--- config.mk ---
export PLATFORM = sky130hd
export DESIGN_NAME = mm_control_fsm
export DESIGN_NICKNAME = d
export VERILOG_FILES = /design/src/rtl/mm_ctrl_pkg.sv /design/src/rtl/mm_ctrl_decode.sv /design/src/rtl/mm_control_fsm.sv
export SDC_FILE = /design/constraint.sdc
export NUM_CORES = 1
export LEC_CHECK = 0
export CAP_MARGIN = 20
export CORE_MARGIN = 1
export CORE_UTILIZATION = 40
export DETAILED_ROUTE_END_ITERATION = 8
export GPL_TIMING_DRIVEN = 0
export HOLD_SLACK_MARGIN = 0.03
export PLACE_DENSITY = 0.76
export SYNTH_ARGS = -nofsm -noshare
export SYNTH_HDL_FRONTEND = slang
export SYNTH_HIERARCHICAL = 1
export SYNTH_SLANG_ARGS = --single-unit
--- constraint.sdc ---
create_clock -name CLK -period 2.05 [get_ports CLK]
set_input_delay 0.3075 -clock CLK [delete_from_list [all_inputs] [get_ports CLK]]
set_output_delay 0.3075 -clock CLK [all_outputs]
set_load 0.05 [all_outputs]
--- src/rtl/mm_ctrl_pkg.sv ---
// Shared definitions for the memory-to-memory CPU control unit:
// opcode values, ALU operation codes, datapath mux selects, the
// controller state encoding and the control word that drives stage_5.
package mm_ctrl_pkg;

    // Datapath widths
    localparam int OPCODE_W = 8;
    localparam int ALU_OP_W = 4;

    // Opcodes as returned by the datapath op register
    localparam logic [OPCODE_W-1:0] OP_NOP  = 8'h00;
    localparam logic [OPCODE_W-1:0] OP_ADD  = 8'h01;
    localparam logic [OPCODE_W-1:0] OP_SUB  = 8'h02;
    localparam logic [OPCODE_W-1:0] OP_AND  = 8'h03;
    localparam logic [OPCODE_W-1:0] OP_OR   = 8'h04;
    localparam logic [OPCODE_W-1:0] OP_MOV  = 8'h05;
    localparam logic [OPCODE_W-1:0] OP_BEQ  = 8'h06;
    localparam logic [OPCODE_W-1:0] OP_BNE  = 8'h07;
    localparam logic [OPCODE_W-1:0] OP_JMP  = 8'h08;
    localparam logic [OPCODE_W-1:0] OP_HALT = 8'hFF;

    // ALU operation select
    localparam logic [ALU_OP_W-1:0] ALU_ADD  = 4'd0;
    localparam logic [ALU_OP_W-1:0] ALU_SUB  = 4'd1;
    localparam logic [ALU_OP_W-1:0] ALU_AND  = 4'd2;
    localparam logic [ALU_OP_W-1:0] ALU_OR   = 4'd3;
    localparam logic [ALU_OP_W-1:0] ALU_PASS = 4'd4;

    // Memory address mux
    localparam logic [1:0] MA_PC   = 2'd0;
    localparam logic [1:0] MA_OPA  = 2'd1;
    localparam logic [1:0] MA_OPB  = 2'd2;
    localparam logic [1:0] MA_DEST = 2'd3;

    // Memory write-data mux
    localparam logic [1:0] MWD_ALU  = 2'd0;
    localparam logic [1:0] MWD_AREG = 2'd1;

    // ALU operand muxes
    localparam logic [1:0] SRCA_PC  = 2'd0;
    localparam logic [1:0] SRCA_A   = 2'd1;
    localparam logic [1:0] SRCB_B   = 2'd0;
    localparam logic [1:0] SRCB_INC = 2'd1;

    // Controller states; codes 11..15 are unused and recover to IDLE
    typedef enum logic [3:0] {
        ST_IDLE   = 4'd0,
        ST_FETCH  = 4'd1,
        ST_DECODE = 4'd2,
        ST_LOADA  = 4'd3,
        ST_LOADB  = 4'd4,
        ST_EXEC   = 4'd5,
        ST_WRITE  = 4'd6,
        ST_BRANCH = 4'd7,
        ST_JUMP   = 4'd8,
        ST_END    = 4'd9,
        ST_HALT   = 4'd10
    } ctrlState_t;

    // Every strobe and select the controller presents to the datapath
    typedef struct packed {
        logic                inputPC;
        logic                regOrPC;
        logic                valA;
        logic                branch;
        logic [1:0]          memAddr;
        logic [1:0]          memWriteData;
        logic [1:0]          ALUsrca;
        logic [1:0]          ALUsrcb;
        logic [ALU_OP_W-1:0] ALUOp;
        logic                writeOp;
        logic                writeA;
        logic                writeB;
        logic                writeDest;
        logic                writePC;
        logic                writeMem;
        logic                halted;
    } ctrlWord_t;

    // True for every opcode the controller knows how to sequence
    function automatic logic isLegalOp(input logic [OPCODE_W-1:0] op);
        return (op <= OP_JMP) || (op == OP_HALT);
    endfunction

    // ALU operation for the arithmetic/logic opcodes; anything else passes through
    function automatic logic [ALU_OP_W-1:0] aluOpFor(input logic [OPCODE_W-1:0] op);
        logic [ALU_OP_W-1:0] sel;
        case (op)
            OP_ADD:  sel = ALU_ADD;
            OP_SUB:  sel = ALU_SUB;
            OP_AND:  sel = ALU_AND;
            OP_OR:   sel = ALU_OR;
            default: sel = ALU_PASS;
        endcase
        return sel;
    endfunction

endpackage

--- src/rtl/mm_ctrl_decode.sv ---
// Control-word decoder: maps the current state and the latched opcode
// to the full set of datapath strobes. Purely combinational; every
// field not named for a state stays zero.
module mm_ctrl_decode
    import mm_ctrl_pkg::*;
(
    input  ctrlState_t            state,
    input  logic [OPCODE_W-1:0]   opQ,
    output ctrlWord_t             cw
);

    // Moore decode of state (and latched opcode) into the control word
    always_comb begin
        cw = '0;
        case (state)
            ST_FETCH: begin
                // read instruction at PC, PC <= PC + increment
                cw.memAddr = MA_PC;
                cw.writeOp = 1'b1;
                cw.ALUsrca = SRCA_PC;
                cw.ALUsrcb = SRCB_INC;
                cw.ALUOp   = ALU_ADD;
                cw.inputPC = 1'b1;
                cw.regOrPC = 1'b1;
                cw.writePC = 1'b1;
            end
            ST_LOADA: begin
                cw.memAddr = MA_OPA;
                cw.writeA  = 1'b1;
            end
            ST_LOADB: begin
                cw.memAddr = MA_OPB;
                cw.writeB  = 1'b1;
            end
            ST_EXEC: begin
                cw.ALUsrca   = SRCA_A;
                cw.ALUsrcb   = SRCB_B;
                cw.ALUOp     = aluOpFor(opQ);
                cw.writeDest = 1'b1;
            end
            ST_WRITE: begin
                // MOV stores the A register directly, ALU ops store the result
                cw.memAddr      = MA_DEST;
                cw.writeMem     = 1'b1;
                cw.memWriteData = (opQ == OP_MOV) ? MWD_AREG : MWD_ALU;
            end
            ST_BRANCH: begin
                // compare A and B; the datapath gates the PC write with its
                // own equality result, so writePC stays low here
                cw.ALUsrca = SRCA_A;
                cw.ALUsrcb = SRCB_B;
                cw.ALUOp   = ALU_SUB;
                cw.branch  = 1'b1;
                cw.valA    = (opQ == OP_BEQ) ? 1'b1 : 1'b0;
                cw.regOrPC = 1'b0;
            end
            ST_JUMP: begin
                cw.regOrPC = 1'b0;
                cw.writePC = 1'b1;
            end
            ST_HALT: begin
                cw.halted = 1'b1;
            end
            ST_IDLE, ST_DECODE, ST_END: begin
                cw = '0;
            end
            default: begin
                cw = '0;
            end
        endcase
    end

endmodule

--- src/rtl/mm_control_fsm.sv ---
// Multicycle control unit for the stage_5 memory-to-memory datapath.
// Holds the state register and the latched opcode; the control word is
// decoded from those registers alone, so an asynchronous reset drops
// every write enable before the next clock edge.
module mm_control_fsm
    import mm_ctrl_pkg::*;
#(
    parameter int OP_W    = OPCODE_W,
    parameter int ALUOP_W = ALU_OP_W
) (
    input  logic               CLK,
    input  logic               reset,
    input  logic               run,
    input  logic [OP_W-1:0]    OPOut,
    output logic               inputPC,
    output logic               regOrPC,
    output logic               valA,
    output logic               branch,
    output logic [1:0]         memAddr,
    output logic [1:0]         memWriteData,
    output logic [1:0]         ALUsrca,
    output logic [1:0]         ALUsrcb,
    output logic [ALUOP_W-1:0] ALUOp,
    output logic               writeOp,
    output logic               writeA,
    output logic               writeB,
    output logic               writeDest,
    output logic               writePC,
    output logic               writeMem,
    output logic               halted,
    output logic               illegal,
    output logic [3:0]         state_dbg
);

    ctrlState_t      stateQ;
    logic [OP_W-1:0] opQ;
    ctrlWord_t       cw;

    // State sequencing and opcode capture; OPOut is only looked at in DECODE
    always_ff @(posedge CLK or posedge reset) begin
        if (reset) begin
            stateQ <= ST_IDLE;
            opQ    <= '0;
        end else begin
            case (stateQ)
                ST_IDLE: begin
                    stateQ <= run ? ST_FETCH : ST_IDLE;
                end
                ST_FETCH: begin
                    stateQ <= ST_DECODE;
                end
                ST_DECODE: begin
                    opQ <= OPOut;
                    case (OPOut)
                        OP_NOP:  stateQ <= ST_END;
                        OP_HALT: stateQ <= ST_HALT;
                        OP_JMP:  stateQ <= ST_JUMP;
                        OP_ADD, OP_SUB, OP_AND, OP_OR,
                        OP_MOV, OP_BEQ, OP_BNE:
                                 stateQ <= ST_LOADA;
                        default: stateQ <= ST_END;
                    endcase
                end
                ST_LOADA: begin
                    // MOV needs only the A operand
                    stateQ <= (opQ == OP_MOV) ? ST_WRITE : ST_LOADB;
                end
                ST_LOADB: begin
                    stateQ <= ((opQ == OP_BEQ) || (opQ == OP_BNE)) ? ST_BRANCH : ST_EXEC;
                end
                ST_EXEC: begin
                    stateQ <= ST_WRITE;
                end
                ST_WRITE, ST_BRANCH, ST_JUMP: begin
                    stateQ <= ST_END;
                end
                ST_END: begin
                    stateQ <= run ? ST_FETCH : ST_IDLE;
                end
                ST_HALT: begin
                    // only reset leaves HALT
                    stateQ <= ST_HALT;
                end
                default: begin
                    stateQ <= ST_IDLE;
                end
            endcase
        end
    end

    mm_ctrl_decode uDecode (
        .state (stateQ),
        .opQ   (opQ),
        .cw    (cw)
    );

    assign inputPC      = cw.inputPC;
    assign regOrPC      = cw.regOrPC;
    assign valA         = cw.valA;
    assign branch       = cw.branch;
    assign memAddr      = cw.memAddr;
    assign memWriteData = cw.memWriteData;
    assign ALUsrca      = cw.ALUsrca;
    assign ALUsrcb      = cw.ALUsrcb;
    assign ALUOp        = cw.ALUOp;
    assign writeOp      = cw.writeOp;
    assign writeA       = cw.writeA;
    assign writeB       = cw.writeB;
    assign writeDest    = cw.writeDest;
    assign writePC      = cw.writePC;
    assign writeMem     = cw.writeMem;
    assign halted       = cw.halted;
    assign state_dbg    = stateQ;

    // The opcode is only valid during DECODE itself, so the illegal flag is
    // the one output that looks at OPOut; it is gated by the DECODE state.
    assign illegal = (stateQ == ST_DECODE) && !isLegalOp(OPOut);

endmodule

==> Word level (Yosys, flattened, before mapping) <==
Cells that the tools add are included.
{ "classes": {"n_div": 0, "muxes": 19, "n_bitwise": 0, "n_eq_ne": 26, "n_shift": 0, "multipliers": 0, "addsub": 0, "reduce_logical": 9, "magnitude_cmp": 1} }
{ "ops": {"columns": ["op", "n"], "rows": [
  ["== test 8 x 3 -> 1 bit (second input constant)", 8],
  ["== test 8 x 2 -> 1 bit (second input constant)", 4],
  ["one-hot mux 4 bit (8 select lines)", 1],
  ["one-hot mux 7 bit (3 select lines)", 1],
  ["== test 4 x 3 -> 1 bit (second input constant)", 4],
  ["== test 8 x 1 -> 1 bit (second input constant)", 2],
  ["== test 4 bit (second input constant)", 3],
  ["one-hot mux 3 bit (4 select lines)", 1],
  ["one-hot mux 4 bit (3 select lines)", 1],
  ["2-to-1 mux 1 bit", 10],
  ["== test 4 x 2 -> 1 bit (second input constant)", 2],
  ["== test 8 x 4 -> 1 bit (second input constant)", 1],
  ["== test 8 bit (second input constant)", 1],
  ["<= comparator 8 x 4 -> 1 bit (second input constant)", 1],
  ["2-to-1 mux 2 bit", 4],
  ["OR reduction 7 bit", 1],
  ["one-hot mux 2 bit (3 select lines)", 1],
  ["== test 4 x 1 -> 1 bit (second input constant)", 1],
  ["zero test 4 bit", 1],
  ["OR reduction 2 bit", 2],
  ["OR reduction 3 bit", 1],
  ["logical OR 1 bit", 2],
  ["logical AND 1 bit", 1],
  ["zero test 1 bit", 1]
]} }
{ "totals": {"out_inout_bits": 28, "n_memories": 0, "romBits": 0, "elab_cells": 57, "ramBits": 0, "ff_bits": 12, "latch_bits": 0} }

==> Longest topological paths before layout <==
Gate-level depths: netlist (run 1).
{ "logic_depth": {"ltp_word": 4, "ltp_mapped": 5, "mapped_depth_nobuf": 4} }

==> Cells and area by module <==
Netlist (run 1), hierarchy kept.
{ "by_module_without_submodules": {"columns": ["mod", "cells_each", "instances", "seq_area_each_um2", "area_per_inst_um2"], "rows": [
  ["mm_control_fsm", 62, 1, 300.3, 651.9],
  ["mm_ctrl_decode", 40, 1, 0.0, 266.5]
]} }

==> Worst setup path after synthesis (run 1) <==
No wires, ideal clock.
{ "synth_timing": {"path_type": "register -> output", "start": "reg stateQ[2] (netlist: state_dbg[2])", "end": "out ALUOp[1]", "t_arrival_ps": 2747, "n_path_buf": 0, "setup_slack_ps": -1004, "path_stages_with_launch": 3, "required_ps": 1742, "path_cell_list": "dfrtp_1 > nand3b_1 > a2111oi_1"} }
{ "synth_via": {"elab_chain_len": 2} }
{ "synth_rtl": {"columns": ["element", "line_no", "rtl"], "rows": [
  ["start: declaration", "mm_control_fsm.sv:35", "ctrlState_t stateQ;"],
  ["start signal: assignment", "mm_control_fsm.sv:47", "stateQ <= run ? ST_FETCH : ST_IDLE;"],
  ["start signal: assignment", "mm_control_fsm.sv:66", "stateQ <= (opQ == OP_MOV) ? ST_WRITE : ST_LOADB;"],
  ["start signal: assignment", "mm_control_fsm.sv:69", "stateQ <= ((opQ == OP_BEQ) || (opQ == OP_BNE)) ? ST_BRANCH : ST_EXEC;"],
  ["== test 4 x 3 -> 1 bit / == test 4 x 1 -> 1 bit (equally long branches)", "mm_ctrl_decode.sv:15", "case (state)"],
  ["one-hot mux 7 bit (3 select lines) *", "mm_ctrl_decode.sv:15", null],
  ["end: declaration", "mm_control_fsm.sv:23", "output logic [ALUOP_W-1:0] ALUOp,"]
]} }
Every way passes the cells marked *; elsewhere a longest branch is shown, timed or not.

==> Final worst setup path (run 1) <==
{ "layout_timing": {"start": "in OPOut[5]", "end": "out illegal"} }
{ "layout_via": {"elab_chain_len": 4} }
{ "layout_rtl": {"columns": ["element", "line_no", "rtl"], "rows": [
  ["start: declaration", "mm_control_fsm.sv:14", "input logic [OP_W-1:0] OPOut,"],
  ["<= comparator 8 x 4 -> 1 bit / == test 8 bit (equally long branches)", "mm_ctrl_pkg.sv:82", "return (op <= OP_JMP) || (op == OP_HALT);"],
  ["logical OR 1 bit *", "mm_ctrl_pkg.sv:82", null],
  ["zero test 1 bit *", "mm_control_fsm.sv:117", "assign illegal = (stateQ == ST_DECODE) && !isLegalOp(OPOut);"],
  ["logical AND 1 bit *", "mm_control_fsm.sv:117", null],
  ["end: declaration", "mm_control_fsm.sv:31", "output logic illegal,"]
]} }
Marked as above.

==> results of run 1 <==
-- registers in the layout, summed over array words and instances, names as in the netlist --
register   cells
opQ            8
state_dbg      4
-- cell families after synthesis --
group                  after synthesis  share of synthesized area [%]
flip-flops                          12                          32.70
multiplexers                         8                          9.810
buffers and inverters               17                          10.63
AO/OA/AOI/OAI                       12                          8.992
AND/OR/NAND/NOR                     50                          35.56
other                                1                         0.4083
XOR/XNOR                             2                          1.908
-- cells in the final DEF, fill, tap and decap left out, types with 2 or more instances in the layout --
| cell type | count |
|---|---|
| sky130_fd_sc_hd__a21oi_1 | 2 |
| sky130_fd_sc_hd__buf_2 | 5 |
| sky130_fd_sc_hd__buf_4 | 11 |
| sky130_fd_sc_hd__buf_6 | 2 |
| sky130_fd_sc_hd__clkbuf_1 | 2 |
| sky130_fd_sc_hd__clkbuf_2 | 4 |
| sky130_fd_sc_hd__clkbuf_4 | 5 |
| sky130_fd_sc_hd__clkdlybuf4s15_2 | 2 |
| sky130_fd_sc_hd__clkdlybuf4s50_1 | 13 |
| sky130_fd_sc_hd__conb_1 | 4 |
| sky130_fd_sc_hd__dfrtp_1 | 6 |
| sky130_fd_sc_hd__dfrtp_2 | 6 |
| sky130_fd_sc_hd__dlygate4sd2_1 | 3 |
| sky130_fd_sc_hd__inv_1 | 6 |
| sky130_fd_sc_hd__mux2_2 | 8 |
| sky130_fd_sc_hd__nand2_1 | 6 |
| sky130_fd_sc_hd__nand2_2 | 2 |
| sky130_fd_sc_hd__nand2b_1 | 2 |
| sky130_fd_sc_hd__nand3_1 | 2 |
| sky130_fd_sc_hd__nand3b_1 | 5 |
| sky130_fd_sc_hd__nand4_1 | 4 |
| sky130_fd_sc_hd__nor2_1 | 8 |
| sky130_fd_sc_hd__nor3_1 | 3 |
| sky130_fd_sc_hd__nor3_2 | 2 |
| sky130_fd_sc_hd__nor3_4 | 2 |
| sky130_fd_sc_hd__nor3b_4 | 2 |
-- timing repair --
action,in CTS,in global routing
endpoints found under the setup margin,21,16
pin swaps,1,0
resized for setup,68,24
hold buffers,0,0
buffers inserted,1,1
-- worst max-delay path: stages --
cell,delay [ps]
sky130_fd_sc_hd__clkdlybuf4s50_1,460
sky130_fd_sc_hd__or4_4,570
sky130_fd_sc_hd__a21oi_2,170
sky130_fd_sc_hd__nor3b_4,50
sky130_fd_sc_hd__buf_2,220
-- metrics by stage --
stage	power, uW	hold slack [ps]	area (um2)	utilization (%)	std cells
2_1_floorplan	271.4	171.9	1008	-	105
3_3_place_gp	297.8	511.0	1383	67.05	166
3_5_place_dp	298.8	522.8	1383	67.05	166
4_1_cts	492.3	345.3	1394	67.60	171
5_1_grt	505.0	392.5	1403	68.02	172
6_report	491.9	317.5	1403	68.02	172
-- cell type report --
| class | instances | area, um2 | area share (%) |
|---|---|---|---|
| well taps | 27 | 33.78 | 2.409 |
| plain buffers | 10 | 71.32 | 5.085 |
| flip-flops and latches | 12 | 307.8 | 21.94 |
| multi-input cells | 76 | 626.9 | 44.69 |
| clock buffers | 4 | 36.28 | 2.587 |
| inverters | 7 | 26.28 | 1.873 |
| repair buffers | 36 | 300.3 | 21.41 |
-- power by group through the flow --
stage / clock network, uW / logic, uW / registers, uW
4_1_cts: 198 / 57.8 / 236
6_report: 197 / 58.6 / 236
3_5_place_dp: 0 / 57.7 / 241
5_1_grt: 205 / 63.5 / 236
3_3_place_gp: 0 / 56.7 / 241
2_1_floorplan: 0 / 30.2 / 241
-- worst paths after layout --
check	from	end	slack [ps]
min in group CLK	opQ[5]$_DFFE_PP0P_	opQ[5]$_DFFE_PP0P_	560
hold / removal	reset	opQ[7]$_DFFE_PP0P_	320
setup / recovery	OPOut[5]	illegal	-40
hold reg to reg	opQ[5]$_DFFE_PP0P_	opQ[5]$_DFFE_PP0P_	560
max in group asynchronous	reset	state_dbg[3]$_DFF_PP0_	1390
setup reg to reg	state_dbg[2]$_DFF_PP0_	opQ[0]$_DFFE_PP0P_	400
-- routing by layer --
metal / GRT usage (%) / wire length, um / vias up
li1: - / - / 444
met1: 22.14 / 877 / 428
met2: 36.04 / 1204 / 29
met3: 3.086 / 99 / 2
met4: 4.286 / 8 / 0
met5: 0 / 0 / -
==> flow_results.org, run 1 <==
** Clock network
- CTS tree :: done
- For this design, the sink count on the clock tree is 12.
- In this run, CTS created clock tree buffers numbering 3.
- The tree is rooted in a sky130_fd_sc_hd__clkbuf_4.
- CTS max path bufs :: 2
- For the worst-skew pair, the clock arrives at the later sink with an insertion delay of around 280 ps.
- Clock-pin slew was measured on the worst setup and hold paths at roughly 90 ps.
- CTS built an H-tree with a depth of 1.

** Setup path
- Worst setup SP type :: input port
- Data arrives at the worst endpoint at around 1800 ps.
- Crit Path Max Fanout :: 4
- Worst reg2reg path depth :: 5
- The setup path with the least slack is of type in -> out.
- Critical path data required time :: 1740 ps
- STA classifies the critical path endpoint as an output pin.

** Detailed routing
- WL final :: 2.189 mm
- For this run, the detailed router's first-pass iteration total came to 4.
- In the routed layout, each cell is associated on average with a via count of 5.250.
- The detail route stage leaves a number of antenna-violating nets equal to 0.
- Residual DRC :: 0
- The routed layout has about 900 vias.
- The detailed router finished its first iteration with 10 violations.
- Drt wl/cell :: 12.73 um

** Timing
- For the final database, setup skew stands at 10.76 ps.
- For this run, the top clock speed supported by timing is 478.2 MHz.
- After routing, the total negative slack on setup checks comes to -41.29 ps.
- Setup violations remaining at the end of the flow were counted as 1.
- Setup repair after global routing could not meet its margin everywhere.
- Subtracting the final worst setup slack from the clock period gives 2091 ps.
- The number of hold violations in the final report is 0.
- Ratio of final minimum period to clock period :: 102.0%
- Worst Setup Slack, final :: -41.29 ps
- Max-slew violations :: 0

** Run status
- The flow ran to the end, but the final reports show violations.
- Violations in the final reports :: negative setup slack

** Floorplanning
- Placeable core region :: just over 2000 um2
- Area enclosed by the die boundary :: between 2000 and 2500 um2
- During I/O placement, the number of pins put on the boundary was 39.
- Row generation in the floorplan step produced 16 rows.
- Die Y :: 49.92 um
- Once the floorplan was initialized, standard cells occupied 44.54% of the core.
- The die is about 50 um wide.

** Synth
- Synthesis produced 102 cells.
- Mapped Avg Cell Area :: about 9 um2
- Of all cell types, the one taking the most synthesized area is sky130_fd_sc_hd__dfrtp_1.
- In the post-synthesis netlist, the biggest area contributors are sky130_fd_sc_hd__dfrtp_1 33%, sky130_fd_sc_hd__mux2_2 9.8%, sky130_fd_sc_hd__buf_4 5.7%.
- Counting instances in the post-synthesis netlist gives the leading cell types as 12 x sky130_fd_sc_hd__dfrtp_1, 9 x sky130_fd_sc_hd__nor2_1, 8 x sky130_fd_sc_hd__mux2_2, 7 x sky130_fd_sc_hd__buf_4, 7 x sky130_fd_sc_hd__nand2_1.
- During synthesis, Yosys emitted a total of 6 warnings.
- Post-synth top flop :: sky130_fd_sc_hd__dfrtp_1
- In this run the cell area of the synthesized design comes to 918.4 um2.
- Yosys instantiated no cell more often than sky130_fd_sc_hd__dfrtp_1.
- For this run, asynchronously set or reset flops after synthesis account for 100.0%.
- Portion of the post-synthesis area used by sequential elements :: 32.70%
- Counting flops with a built-in enable in the synthesized netlist gives 0.
- After synthesis, the largest area contributor takes up 32.70% of total cell area.
- Count of cell types in the netlist :: 39
- Yosys reg bits :: 12

** Layout
- P&R area growth vs syn :: 52.73%
- FILL cells :: 172
- Final Net Count :: about 160
- Ratio of cells with drive above 1 in the final layout :: 44.83%
- The repair_antennas step left the layout with diodes totalling 0.

** Global routing
- Wire length of the first global-routing pass :: 3.691 mm
- Across every metal layer, demand over resource in global routing totals 19.11%.
- Number of global-route vias before repair :: approximately 820
- Maximum number of pins on one net before global-route repair :: 15
- The total overflow left after global routing is 0.
- Antenna violations before repair :: 0

** Power
- Clock network fraction of design power :: 40.0%
- For this design the total switching power over the nets is 122.6 uW.
- Leak Pwr :: 0.0006000 uW
- Fraction of power spent switching nets :: 24.92%
- Combinational group share of total power :: 11.9%
- Internal power :: 369.3 uW
- Across the VDD grid, the largest voltage drop is approximately 0.42 mV.
- Proportion of power drawn by flip-flops and latches :: about half
- For this design the ratio of total power to cell area is 350.7 nW/um2.

** Min path
- In this run the worst hold path is classified as in -> async.

** Placed design
- Port buffering added 34 buffers.
- Final Wtd Congestion :: 0.7715
- HPWL after DPL :: 1.748 mm
- OpenSTA, run right after detailed placement, puts the worst setup slack at -602.7 ps.

** Run
- Max-cap check violation count :: 0
(Power assumes the default switching activity.)
==> run 2: changes to the inputs <==
Settings changed: CELL_PAD_IN_SITES_DETAIL_PLACEMENT from default to 1, CELL_PAD_IN_SITES_GLOBAL_PLACEMENT from default to 2, CORE_UTILIZATION 40 to 25, PLACE_DENSITY 0.76 to default, PLACE_DENSITY_LB_ADDON from default to 0.1.
Clock period 2.05 ns to 2.7 ns, I/O delays scaled along.
==> flow_results.org, run 2 (same netlist as run 1, synthesis figures left out) <==
** Run status
- Result of the run :: completed

** Layout
- Commonest non-fill, non-tap cell in the layout :: sky130_fd_sc_hd__clkdlybuf4s50_1
- 0 antenna diodes ended up in the layout.
- Largest register FFs :: 8
- In the layout the commonest cells are 26 x sky130_fd_sc_hd__clkdlybuf4s50_1, 11 x sky130_fd_sc_hd__dfrtp_1, 9 x sky130_fd_sc_hd__nor2_1.
- The final layout contains about 160 nets.
- Relative to the synthesized area, the layout overhead comes to 52.59%.
- Util after Layout :: 41.03%
- The register with the most flip-flops in the final layout is opQ.
- Of the cells placed in the final design, the portion with a size suffix greater than 1 is 23.78%.

** Power
- Per report_power, the clock group accounts for 39.1% of the total.
- Internal power :: 280.2 uW
- Combinational group share of total power :: between 10% and 20%
- Ratio of total power to cell area :: 262.2 nW/um2
- Power comes to 367.5 uW.
- For this design the total switching power over the nets is 87.22 uW.
- In this run the static leakage power is 0.0006635 uW.
- Net switching is about a quarter of the power.
- Peak supply drop :: 0.1468 mV
- Proportion of power drawn by flip-flops and latches :: approximately 49%

** Clock network
- Deepest level of the CTS H-tree :: 1
- At the later pin of the worst-skew pair, clock insertion delay measures 270 ps.
- For this design, the sink count on the clock tree is 12.
- The cell sitting at the root of the clock tree is a sky130_fd_sc_hd__clkbuf_4.
- Clock-pin slew was measured on the worst setup and hold paths at 80 ps.
- TritonCTS built the clock tree.
- In this run the post-CTS setup repair buffer count came out at 0.
- TritonCTS created 3 clock buffers.
- Counting along the longest clock path gives a buffer depth of 2.

** Setup path
- Among all stages on the critical path, the largest delay is contributed by sky130_fd_sc_hd__clkdlybuf4s50_1.
- Arrival time worst endpoint :: 2150 ps
- The number of buffers and inverters on the critical path is 1.
- Cells along the critical path :: nand3b_1 > nor2_1 > o21a_1 > clkdlybuf4s50_1
- In this run the worst path has a maximum fanout of 6.
- In this design, the largest share of critical-path delay is due to buffers and inverters.
- Worst reg2reg path depth :: 4
- STA classifies the critical path endpoint as an output pin.
- Critical path data required time :: 2300 ps
- The endpoint identified for the worst register-to-register timing path is opQ[2]$_DFFE_PP0P_.
- The setup path with the least slack is of type reg -> out.
- Largest incremental delay on the critical path :: 790 ps
- Start of the worst register-to-register path :: state_dbg[2]$_DFF_PP0_
- Worst setup SP type :: flip-flop
- The worst register-to-register path has a setup slack of 940 ps.

** Global routing
- Number of global-route vias before repair :: between 800 and 900
- The first global-routing pass estimated ~4.0 mm of wire.
- Entering global routing, the biggest net connects 15 pins.
- Across every metal layer, demand over resource in global routing totals between 10% and 20%.
- The number of antenna violations at the first check in global routing came to 0.
- Summed over all layers, the global routing overflow is 0.

** Timing
- Across all setup checks in the final design, the least slack found is between 100 and 150 ps.
- RSZ-0062 raised after global routing :: false
- Ratio of final minimum period to clock period :: 94.58%
- Max Freq :: 391.6 MHz
- Worst slew slack as a fraction of its limit :: about 63%
- Max-slew violations :: 0
- Worst Skew :: 1.721 ps
- Setup violations remaining at the end of the flow were counted as 0.
- Number of hold violations in the final report :: 0
- For the pin with the worst max-slew slack, the measured transition is approximately 550 ps.
- The worst path in the final design needs a cycle of 2554 ps, including I/O delays and setup.

** Detailed routing
- Before antenna repair, the detailed router went through 4 iterations.
- In the routed design, unresolved DRC markers number 0.
- WL final :: about 2.4 mm
- After detailed routing, the number of vias per cell comes to 4.767.
- Number of antenna-violating nets in the routed design :: 0
- The detailed router placed 901 vias in this run.
- In the final routed layout, each cell accounts on average for roughly 13 um.
- In this run, the number of DRC markers left after iteration 0 of detailed routing was 23.

** Placed design
- Port buffer count :: 34
- Final Wtd Congestion :: 0.7383
- OpenSTA, run right after detailed placement, puts the worst setup slack at -91.23 ps.
- Detailed placement finished with a half-perimeter wire length of 1.978 mm.

** Floorplanning
- Measured along the y axis, the die boundary spans 62.61 um.
- Number of top-level pins :: 39
- Standard-cell row count :: 21
- Initial core utilization :: between 20% and 30%
- From left edge to right edge, the die measures 62.61 um.
- Placeable core region :: around 3400 um2
- Area enclosed by the die boundary :: roughly 3900 um2

** Run
- Across the run, the number of max-cap violations was 0.

** Min path
- Class of the most critical hold timing path :: in -> async
==> run 2: changes by cell type in the layout (fill, tap and decap cells not counted), moves of 2 or more <==
cell and change:
sky130_fd_sc_hd__clkdlybuf4s15_2 -2, sky130_fd_sc_hd__clkdlybuf4s50_1 +13, sky130_fd_sc_hd__dlymetal6s2s_1 +5, sky130_fd_sc_hd__dfrtp_2 -5
sky130_fd_sc_hd__dfrtp_1 +5, sky130_fd_sc_hd__nor3_1 +2, sky130_fd_sc_hd__buf_2 -5, sky130_fd_sc_hd__buf_4 -4
sky130_fd_sc_hd__clkbuf_4 -2, sky130_fd_sc_hd__clkbuf_2 -3
==> run 2: metrics by stage <==
stage                     area, um2  hold slack, ps  TNS, ps  std cells
after floorplan               960.9           269.7   -84.83        105
after global placement         1359           511.3   -68.16        185
after detailed placement       1359           524.5   -91.23        185
after CTS                      1393           456.4        0        189
after global routing           1401           470.3        0        189
final                          1401           444.6        0        189
==> run 2: layout make-up <==
type | count | area [um2]
Buffer | 10 | 71.32
Clock buffer | 4 | 36.28
Fill cell | 418 | 2014
Inverter | 7 | 26.28
Multi-Input combinational cell | 76 | 563.0
Sequential cell | 12 | 301.5
Tap cell | 46 | 57.56
Timing Repair Buffer | 34 | 345.3
==> run 2: power groups by stage <==
stage / sequential, uW / combinational [uW] / clock [uW]
final: 179 / 44.4 / 144
after global routing: 180 / 47.5 / 156
after CTS: 180 / 44.7 / 150
after detailed placement: 183 / 44.5 / 0
after global placement: 183 / 43.9 / 0
after floorplan: 183 / 22.8 / 0
==> run 2: worst max path at each step <==
stage	slack, ps	endpoint	from	cells past startpoint
after floorplan	-80	valA	state_dbg[2]$_DFF_PP0_	4
after global placement	-70	illegal	OPOut[5]	5
after detailed placement	-90	illegal	OPOut[0]	6
after CTS	0.2	illegal	state_dbg[3]$_DFF_PP0_	4
after global routing	20	ALUOp[2]	state_dbg[3]$_DFF_PP0_	4
final	150	ALUOp[2]	state_dbg[3]$_DFF_PP0_	4
==> run 2: timing repair <==
| action | 4_1_cts | 5_1_grt |
|---|---|---|
| pin swaps | 0 | 1 |
| hold buffers | 0 | 0 |
| gates resized for setup | 4 | 7 |
| endpoints found under the setup margin | 3 | 6 |
| endpoints found under the hold margin | 0 | 0 |
==> run 2: per-layer routing <==
metal	share of wire, %	global-route usage, %
met5	0	0
met1	43	15.04
met2	51	23.10
met3	5.2	2.555
met4	0.79	5.233
==> variant, RTL diff (flow settings as in run 1) <==
Set the package constant `OPCODE_W` to 10 (it was 8).
--- a/src/rtl/mm_ctrl_pkg.sv
+++ b/src/rtl/mm_ctrl_pkg.sv
@@ -4,7 +4,7 @@
 package mm_ctrl_pkg;
 
     // Datapath widths
-    localparam int OPCODE_W = 8;
+    localparam int OPCODE_W = 10;
     localparam int ALU_OP_W = 4;
 
     // Opcodes as returned by the datapath op register
Ports: changed (resized OPOut); port bits go from 39 to 41. No check against the original RTL was run, so the function may have changed too.
==> variant against run 1 <==
- count of clock-buffer cells in the layout stayed put
- routed wire length increased by 22%
- synthesized cell count increased by 7.8%
- setup slack gained 70 ps
- area after synthesis rose by 12%
- die area increased by 11%
- non-clock buffer count rose by 11
- critical path depth rose by 1
- first-iteration DRC count grew 10%
- sequential cell count grew 2
- final area grew 19%
- largest cell class unchanged
- highest routed layer unchanged
Power is left out: it rests on default switching activity, and per cell area and clock period it moved more than threefold.
==> variant: results (changes against run 1) <==
[run_status]
outcome=finished clean

[finish]
multi_input_area_um2=723  ; +15%
fillCellCount=196  ; +14%
drive_above_1_share=0.467  ; +0.0184
largest_register_ff_count=10  ; +2
fin_nets=179  ; +14%

[worst_setup_path]
reg2reg_slack_ps=340  ; -60 ps
cp_max_fo=8  ; +4
crit_start=state_dbg[2]
reg2reg_to=opQ[6]
critPathSlowestCell=dfrtp_4
r2r_start=state_dbg[0]
cp_slowest_stage_delay_ps=510  ; -60 ps

[route]
met3WireLength_um=136  ; +37%
wl_um=2660  ; +22%
wl_met2_um=1410  ; +17%
via_count=1037  ; +15%
drt-met1-wl_um=1110  ; +27%

[grt]
grt_pass1_wl_um=4090  ; +11%
track_usage=0.199  ; +0.00833
grt_max_degree=15  ; unchanged

[placed_design]
place.gp.congestion=0.912  ; +18%
post-dp-hpwl_um=1820  ; +4.4%
portBuffers=36  ; +5.9%

[timing]
clock_skew_ps=4.11  ; -6.65 ps
slew_headroom=0.647

[yosys]
synth_common_cells=dfrtp_1 (14), nor2_1 (12), mux2_2 (10)
ys_top_cells_by_area=dfrtp_1 (34%), mux2_2 (11%), buf_4 (5.1%), nor2_1 (4.4%), nand2b_1 (4.3%)
ys_seq_area_frac=0.341  ; +0.0137
yosysUniqueCellTypes=36  ; -7.7%

-- variant: cell count changes after synthesis, moves of 3 or more --
cell | run 1 | this run
nand2b_1 | 2 | 7
nand2_1 | 7 | 3
nand3b_1 | 5 | 2
nand4b_1 | 0 | 3
nor2_1 | 9 | 12
-- variant: worst max-delay path, delay by kind of cell (launching register included) --
family                 cells  cell delay (ps)
buffers and inverters      3              460
and+or+nand+nor            2              300
AOI/OAI and AO/OA          1              160
DFF                        1              510
-- variant: metrics by stage --
| stage | utilization | area (um2) | setup WS [ps] | std cells |
|---|---|---|---|---|
| floorplan | - | 1130 | -24.9 | 113 |
| CTS | 0.655 | 1610 | -38.0 | 188 |
| global route | 0.679 | 1670 | -58.9 | 195 |
| finish | 0.679 | 1670 | 29.0 | 195 |
| detailed placement | 0.621 | 1530 | -683 | 179 |
| global placement | 0.621 | 1530 | -689 | 179 |
-- variant: kinds of logic (layout without fill, tap and decap cells) --
family,count (synthesis),count (layout),synth area share
other cells,1,4,0.00365
flops,14,14,0.341
simple gates,54,54,0.353
xor+xnor,2,2,0.0170
mux,10,10,0.109
buf+inv,13,65,0.0815
compound gates,16,16,0.0949
-- variant: worst min path at each step --
stage / slack, ps / end / startpoint / depth (start not counted)
3_5_place_dp: 540 / opQ[4] / opQ[4] / 1
4_1_cts: 370 / opQ[3] / reset / 2
2_1_floorplan: 200 / opQ[0] / reset / 1
3_3_place_gp: 520 / opQ[4] / opQ[4] / 1
6_report: 340 / opQ[3] / reset / 2
5_1_grt: 380 / opQ[3] / reset / 2
-- variant: area by class of cell --
| class | instances | area share |
|---|---|---|
| plain buffers | 9 | 0.0450 |
| clock buffers | 4 | 0.0218 |
| inverters | 4 | 0.00900 |
| multi-input cells | 86 | 0.434 |
| flip-flops and latches | 14 | 0.215 |
| well taps | 30 | 0.0225 |
| repair buffers | 48 | 0.254 |
-- variant: timing repair --
| item | CTS | global route |
|---|---|---|
| hold endpoints to repair | 0 | 0 |
| hold buffers | 0 | 0 |
| setup endpoints to repair | 20 | 15 |
| pin swaps | 3 | 2 |
| gates resized for setup | 83 | 18 |
| setup buffers | 5 | 7 |
-- variant: layer usage --
metal	vias to the layer above	track usage
met3	2	0.0174
met4	0	0.0789
met5	-	0
li1	501	-
met1	496	0.230
met2	38	0.371
